File: src/rtl/vga_sync_generator.sv
// Free-running VGA raster timing: x/y counters with zero-latency decodes, plus
// hsync/vsync/blank_n delayed PIPE_DELAY clocks to line up with registered pixel data.

module vga_sync_delay #(
    parameter int   DEPTH   = 2,
    parameter logic RST_VAL = 1'b0
) (
    input  logic vga_clk,
    input  logic rst_n,
    input  logic d,
    output logic q
);

    logic [DEPTH-1:0] pipe;

    always_ff @(posedge vga_clk or negedge rst_n) begin
        if (!rst_n) pipe <= {DEPTH{RST_VAL}};
        else        pipe <= (pipe << 1) | DEPTH'(d);
    end

    assign q = pipe[DEPTH-1];

endmodule

module vga_sync_generator #(
    parameter int   H_ACTIVE   = 640,
    parameter int   H_FP       = 16,
    parameter int   H_SYNC     = 96,
    parameter int   H_BP       = 48,
    parameter int   V_ACTIVE   = 480,
    parameter int   V_FP       = 10,
    parameter int   V_SYNC     = 2,
    parameter int   V_BP       = 33,
    parameter logic SYNC_POL   = 1'b0,
    parameter int   PIPE_DELAY = 2      // legal range 1..4
) (
    input  logic       vga_clk,
    input  logic       rst_n,
    output logic [9:0] x,
    output logic [9:0] y,
    output logic       video_on,
    output logic       hsync,
    output logic       vsync,
    output logic       blank_n,
    output logic       frame_tick
);

    localparam int H_TOTAL = H_ACTIVE + H_FP + H_SYNC + H_BP;
    localparam int V_TOTAL = V_ACTIVE + V_FP + V_SYNC + V_BP;

    localparam logic [9:0] H_LAST = 10'(H_TOTAL - 1);
    localparam logic [9:0] V_LAST = 10'(V_TOTAL - 1);

    localparam int HS_START = H_ACTIVE + H_FP;
    localparam int HS_END   = H_ACTIVE + H_FP + H_SYNC;
    localparam int VS_START = V_ACTIVE + V_FP;
    localparam int VS_END   = V_ACTIVE + V_FP + V_SYNC;

    // Delay-chain reset levels, index order {blank_n, vsync, hsync}
    localparam logic [2:0] RST_LVL = {1'b0, ~SYNC_POL, ~SYNC_POL};

    logic       hs_raw;
    logic       vs_raw;
    logic [2:0] raw_lvl;
    logic [2:0] dly_lvl;

    // x/y are the raster counters themselves; both wrap together at frame end
    always_ff @(posedge vga_clk or negedge rst_n) begin
        if (!rst_n) begin
            x <= 10'd0;
            y <= 10'd0;
        end else if (x == H_LAST) begin
            x <= 10'd0;
            y <= (y == V_LAST) ? 10'd0 : y + 10'd1;
        end else begin
            x <= x + 10'd1;
        end
    end

    always_comb begin
        hs_raw     = (int'(x) >= HS_START) && (int'(x) < HS_END);
        vs_raw     = (int'(y) >= VS_START) && (int'(y) < VS_END);
        video_on   = (int'(x) < H_ACTIVE) && (int'(y) < V_ACTIVE);
        frame_tick = (x == 10'd0) && (int'(y) == V_ACTIVE);
    end

    assign raw_lvl = {video_on,
                      vs_raw ? SYNC_POL : ~SYNC_POL,
                      hs_raw ? SYNC_POL : ~SYNC_POL};

    for (genvar i = 0; i < 3; i++) begin : g_dly
        vga_sync_delay #(
            .DEPTH   (PIPE_DELAY),
            .RST_VAL (RST_LVL[i])
        ) u_dly (
            .vga_clk (vga_clk),
            .rst_n   (rst_n),
            .d       (raw_lvl[i]),
            .q       (dly_lvl[i])
        );
    end

    assign hsync   = dly_lvl[0];
    assign vsync   = dly_lvl[1];
    assign blank_n = dly_lvl[2];

endmodule

File: config.mk
export PLATFORM = sky130hd
export DESIGN_NAME = vga_sync_generator
export DESIGN_NICKNAME = d
export VERILOG_FILES = /design/src/rtl/vga_sync_generator.sv
export SDC_FILE = /design/constraint.sdc
export NUM_CORES = 1
export LEC_CHECK = 0
export BUFFER_PORTS_ARGS = -buffer_cell sky130_fd_sc_hd__buf_2
export CAP_MARGIN = 15
export CELL_PAD_IN_SITES_DETAIL_PLACEMENT = 0
export CELL_PAD_IN_SITES_GLOBAL_PLACEMENT = 1
export CORE_AREA = 2 2 60 62
export CTS_CLUSTER_SIZE = 12
export DETAILED_ROUTE_END_ITERATION = 6
export DIE_AREA = 0 0 62 64
export PLACE_DENSITY = 0.75
export RECOVER_POWER = 50
export SETUP_SLACK_MARGIN = 0.1
export SLEW_MARGIN = 10
export SYNTH_ARGS = -nofsm -noshare
export SYNTH_HDL_FRONTEND = slang
export SYNTH_HIERARCHICAL = 1
export SYNTH_SLANG_ARGS = --single-unit
File: constraint.sdc
create_clock -name vga_clk -period 2.7 [get_ports vga_clk]
set_clock_uncertainty 0.2 [all_clocks]
set_input_delay 0.405 -clock vga_clk [delete_from_list [all_inputs] [get_ports vga_clk]]
set_output_delay 0.405 -clock vga_clk [all_outputs]
set_load 0.02 [all_outputs]
After elaboration in Yosys (flattened, before gate mapping)

Index checks and enable logic that the tools add are counted.

Logic and storage cells: 28
Output and inout bits: 25
Register bits: 26
Input port bits: 2

Reduce and logical (&&, ||, !) cells: 5
Multiplexer cells: 4
Equality and inequality tests: 3
Add/subtract/negate cells: 2
Order comparisons: 6
Bitwise operators: 3

Operators by type and width:

| kind                                                                                 | number |
|---|---|
| 10-bit == test, second input constant                                                | 3 |
| 10-bit by 1-bit adder with 10-bit output, second input constant                      | 2 |
| 10-bit < comparator, second input constant                                           | 2 |
| 10-bit by 9-bit < comparator with 1-bit output, second input constant                | 2 |
| 10-bit 2-to-1 mux                                                                    | 2 |
| 10-bit greater-or-equal comparator, second input constant                            | 1 |
| 10-bit by 9-bit greater-or-equal comparator with 1-bit output, second input constant | 1 |
| 10-bit logical NOT                                                                   | 1 |
| 2-bit by 1-bit bitwise OR with 2-bit output                                          | 3 |
| 1-bit logical AND                                                                    | 4 |
| 1-bit 2-to-1 mux                                                                     | 2 |

Longest topological paths before layout

Depth in word-level cells: 4
Depth in mapped cells: 6
Gate-level depth less buffers: 6

By module

The synthesis kept the hierarchy.

Modules (own cells, without submodules):

| module                              | seq. area each (sq um) | instances | area each (sq um) | cells each |
|---|---|---|---|---|
| vga_sync_generator                  | 500.5                  | 1         | 1,134.8           | 116 |
| vga_sync_delay (g_dly[0].u_dly ...) | 52.6                   | 2         | 52.6              | 2 |
| vga_sync_delay (g_dly[2].u_dly)     | 50.0                   | 1         | 50.0              | 2 |

Worst setup path after synthesis

OpenSTA, ideal clock, no wires.

Path kind: flip-flop to output port
Start point: register y[5]
End point: output port frame_tick
Arrival: 1.339 ns
Buffers on the path: 0
Required time: 2.095 ns
Stages on the path, launching flop included: 5
Setup slack: 0.756 ns
Path through: dfrtp_1 -> and3_1 -> nand2_1 -> nor4_1 -> and4_1

Cells in the longest elaborated chain, start to end: 2

Ends and longest elaborated chain:

| element                | RTL line | RTL |
|---|---|---|
| start, declared        | 40       | `output logic [9:0] y,` |
| start signal, assigned | 74       | `y <= (y == V_LAST) ? 10'd0 : y + 10'd1;` |
| 10-bit == test         | 84       | `frame_tick = (x == 10'd0) && (int'(y) == V_ACTIVE);` |
| 1-bit logical AND      | 84       |  |
| end, declared          | 45       | `output logic frame_tick` |

No other way between the ends.

Worst setup path in the final report

Ends and elaborated chain as after synthesis.

==> flow_metrics.env <==
export IMPL_status="complete, no violations"
export IMPL_first_global_vias=962
export IMPL_crit_required_ns=2.10
export IMPL_final_cell_mix="buf_2, dfrtp_1, nand3_1, nand2_1, nor2_1"
export IMPL_die_area_sq_mm=0.00397
export IMPL_final_cells=194
export IMPL_crit_path_max_fanout=6
export IMPL_rr_worst_depth=5
export IMPL_post_drt_wl_per_cell_microns=14.0
export IMPL_synth_area_leader_cell="dfrtp_1"
export IMPL_r2r_end="y[8]"
export IMPL_cts_setup_buffers=0
export IMPL_yosysWarnings=6
export IMPL_fin_area_sq_mm=0.00149
export IMPL_fillers=325
export IMPL_grt_first_pass_wirelength_microns=4750
export IMPL_multi_input_area_sq_um=581
export IMPL_rows=21
export IMPL_ys_seq_elements=26
export IMPL_power_mw=0.601
export IMPL_ys_seq_area_frac=0.508
export IMPL_start_util=0.393
export IMPL_syn_area_sq_mm=0.00129
export IMPL_cap_viol_max_count=0
export IMPL_dpl_cell_count=189
export IMPL_max_freq_mhz=428
export IMPL_cts_tree="built"
export IMPL_slew_viol_final=0
export IMPL_holdPathEnd="g_dly[0].u_dly/pipe[1]"
export IMPL_yosys_area_top_type_share=0.427
export IMPL_fin_tns_setup_ns=0
export IMPL_period_share=0.865
export IMPL_dp_slack_ns=0.631
export IMPL_synthCells=122
export IMPL_route_detailed_drc=0
export IMPL_crit_buf_inv=1
export IMPL_core_area_sq_mm=0.00328
export IMPL_antenna_found_initial=0
export IMPL_ir_drop_uv=144
export IMPL_hold_path_startpoint="g_dly[0].u_dly/pipe[0]"
export IMPL_cp_slowest_cell="dfrtp_1"
export IMPL_finalHoldViolCount=0
export IMPL_hold_class="reg2reg"
export IMPL_clock_path_buffers=2
export IMPL_num_io_pins=27
export IMPL_antenna_left=0
export IMPL_fin_crit_ns=2.34
export IMPL_drt_first_pass_iters=4
export IMPL_grt_max_degree=27
export IMPL_final_common_cell="buf_2"
export IMPL_slew_headroom=0.0552
export IMPL_r2r_start="x[0]"
export IMPL_crit_family="simple AND/OR/NAND/NOR gates"
export IMPL_dp_hpwl_microns=1910
export IMPL_antenna_cells=0
export IMPL_r2r_slack_ns=0.61
export IMPL_syn_avg_cell_area_sq_um=10.6
export IMPL_setup_viol=0
export IMPL_tightest_slew_ns=1.42
export IMPL_syn_nets=129
export IMPL_drive_gt1_frac=0.250
export IMPL_die_w_microns=62
export IMPL_routed_via_density=5.04
export IMPL_rsz0062_at_grt="no"
export IMPL_vias=977
export IMPL_path_class="reg2out"
export IMPL_die_h_microns=64
export IMPL_worst_slack_ns=0.363
export IMPL_drt_initial_drc_count=39
export IMPL_powerDensity_mw_per_mm2=405
export IMPL_crit_path_end_kind="output pin"
export IMPL_p_leak_nw=0.680
export IMPL_synthDistinctLibCells=34
export IMPL_clkTransAtPathRegs_ns=0.14
export IMPL_synth_area_leaders="dfrtp_1, dfstp_2, ha_1"
export IMPL_clock_latency_ns=0.33
export IMPL_io_buffers=26
export IMPL_dpl_cell_area_sq_mm=0.00144
export IMPL_max_stage_delay_ns=0.47
export IMPL_routed_wl_microns=2710
export IMPL_grtUsageTotal=0.161
export IMPL_cts_sinks=26
export IMPL_cts_root_buf="clkbuf_4"
export IMPL_worstSetupStartpointType="register"
export IMPL_area_growth_pct=15.1
export IMPL_overflow=0
export IMPL_layout_nets=156
export IMPL_cts_buffers_inserted=3
export IMPL_cts_htree_levels=1
export IMPL_arrival_ns=1.73
export IMPL_hold_depth=0
export IMPL_regArea_sq_um=656
export IMPL_gp_congestion=0.866
export IMPL_crit_chain="and3_1, nand2_1, nor4_2, and4_1, buf_2"
-- metrics by stage --
step                hold slack [ns]  utilization
CTS                           0.169        0.452
detailed placement            0.139        0.438
finish                        0.166        0.452
floorplan                   -0.0906            -
global route                  0.170        0.452
global placement              0.138        0.438
-- layer usage --
metal | track usage | up-vias | wire length, microns
met2 | 0.228 | 24 | 1260
met5 | 0 | - | 0
met1 | 0.238 | 467 | 1300
met4 | 0.0638 | 0 | 51
met3 | 0.0304 | 5 | 97
li1 | - | 481 | -
-- area by class of cell --
| type | count | area share |
|---|---|---|
| clock buffer | 4 | 0.0244 |
| inverter | 5 | 0.0126 |
| multi-input combinational | 86 | 0.391 |
| sequential | 26 | 0.441 |
| tap | 46 | 0.0388 |
| timing repair buffer | 27 | 0.0918 |
-- power by group --
part / switching (mW) / internal, mW
Sequential: 0 / 0.390
Combinational: 0.00754 / 0.00123
Clock: 0.120 / 0.0827
Total: 0.128 / 0.474
-- how the worst max path moves through the flow --
stage | startpoint | cells past startpoint | end | slack [ns]
after floorplan | y[5] | 4 | frame_tick | 0.76
after global placement | y[5] | 5 | frame_tick | 0.63
after detailed placement | y[5] | 5 | frame_tick | 0.63
after CTS | y[5] | 5 | frame_tick | 0.23
after global routing | y[5] | 5 | frame_tick | 0.21
final | y[5] | 5 | frame_tick | 0.36
-- Yosys cell counts (all sizes together) --
library cell   n
mux2i          1
o31ai          1
nor4bb         1
clkbuf         1
o21ai          6
ha             5
inv            5
xor2           5
and3b          1
o22ai          1
or3            1
and3           4
and4bb         1
nand3         11
nor3           5
and2           1
and4           3
nand2b         1
nor2           8
buf            4
dfrtp         22
nand4          4
a41oi          1
xnor2          6
dfstp          4
o211ai         3
nand2         11
nor4           3
a21oi          2
-- sequential cells by signal, summed over array words and instances, names as in the netlist --
signal / cells
x: 10
g_dly.u_dly/pipe: 6
y: 10
-- timing repair --
item,CTS,global route
hold buffers,1,0
gates resized for setup,0,1
endpoints found under the hold margin,22,0
setup endpoints to repair,0,1
-- worst reg2reg max path, cell delays in order, from the launching register on --
cell and delay (ns):
dfrtp_1 0.45, ha_1 0.23, and4_1 0.30, and4_1 0.48, nand4_1 0.17, xnor2_1 0.16
-- kinds of logic (layout without fill, tap and decap cells) --
family | count (synthesis) | after routing | synth area share
AO/OA/AOI/OAI | 14 | 14 | 0.0660
buffers and inverters | 10 | 36 | 0.0446
multiplexers | 1 | 1 | 0.00776
XOR/XNOR | 11 | 11 | 0.0747
AND/OR/NAND/NOR | 55 | 55 | 0.250
adder cells (fa/ha/maj) | 5 | 5 | 0.0485
flip-flops | 26 | 26 | 0.508
Note: power is estimated with default switching activity, not from simulation.
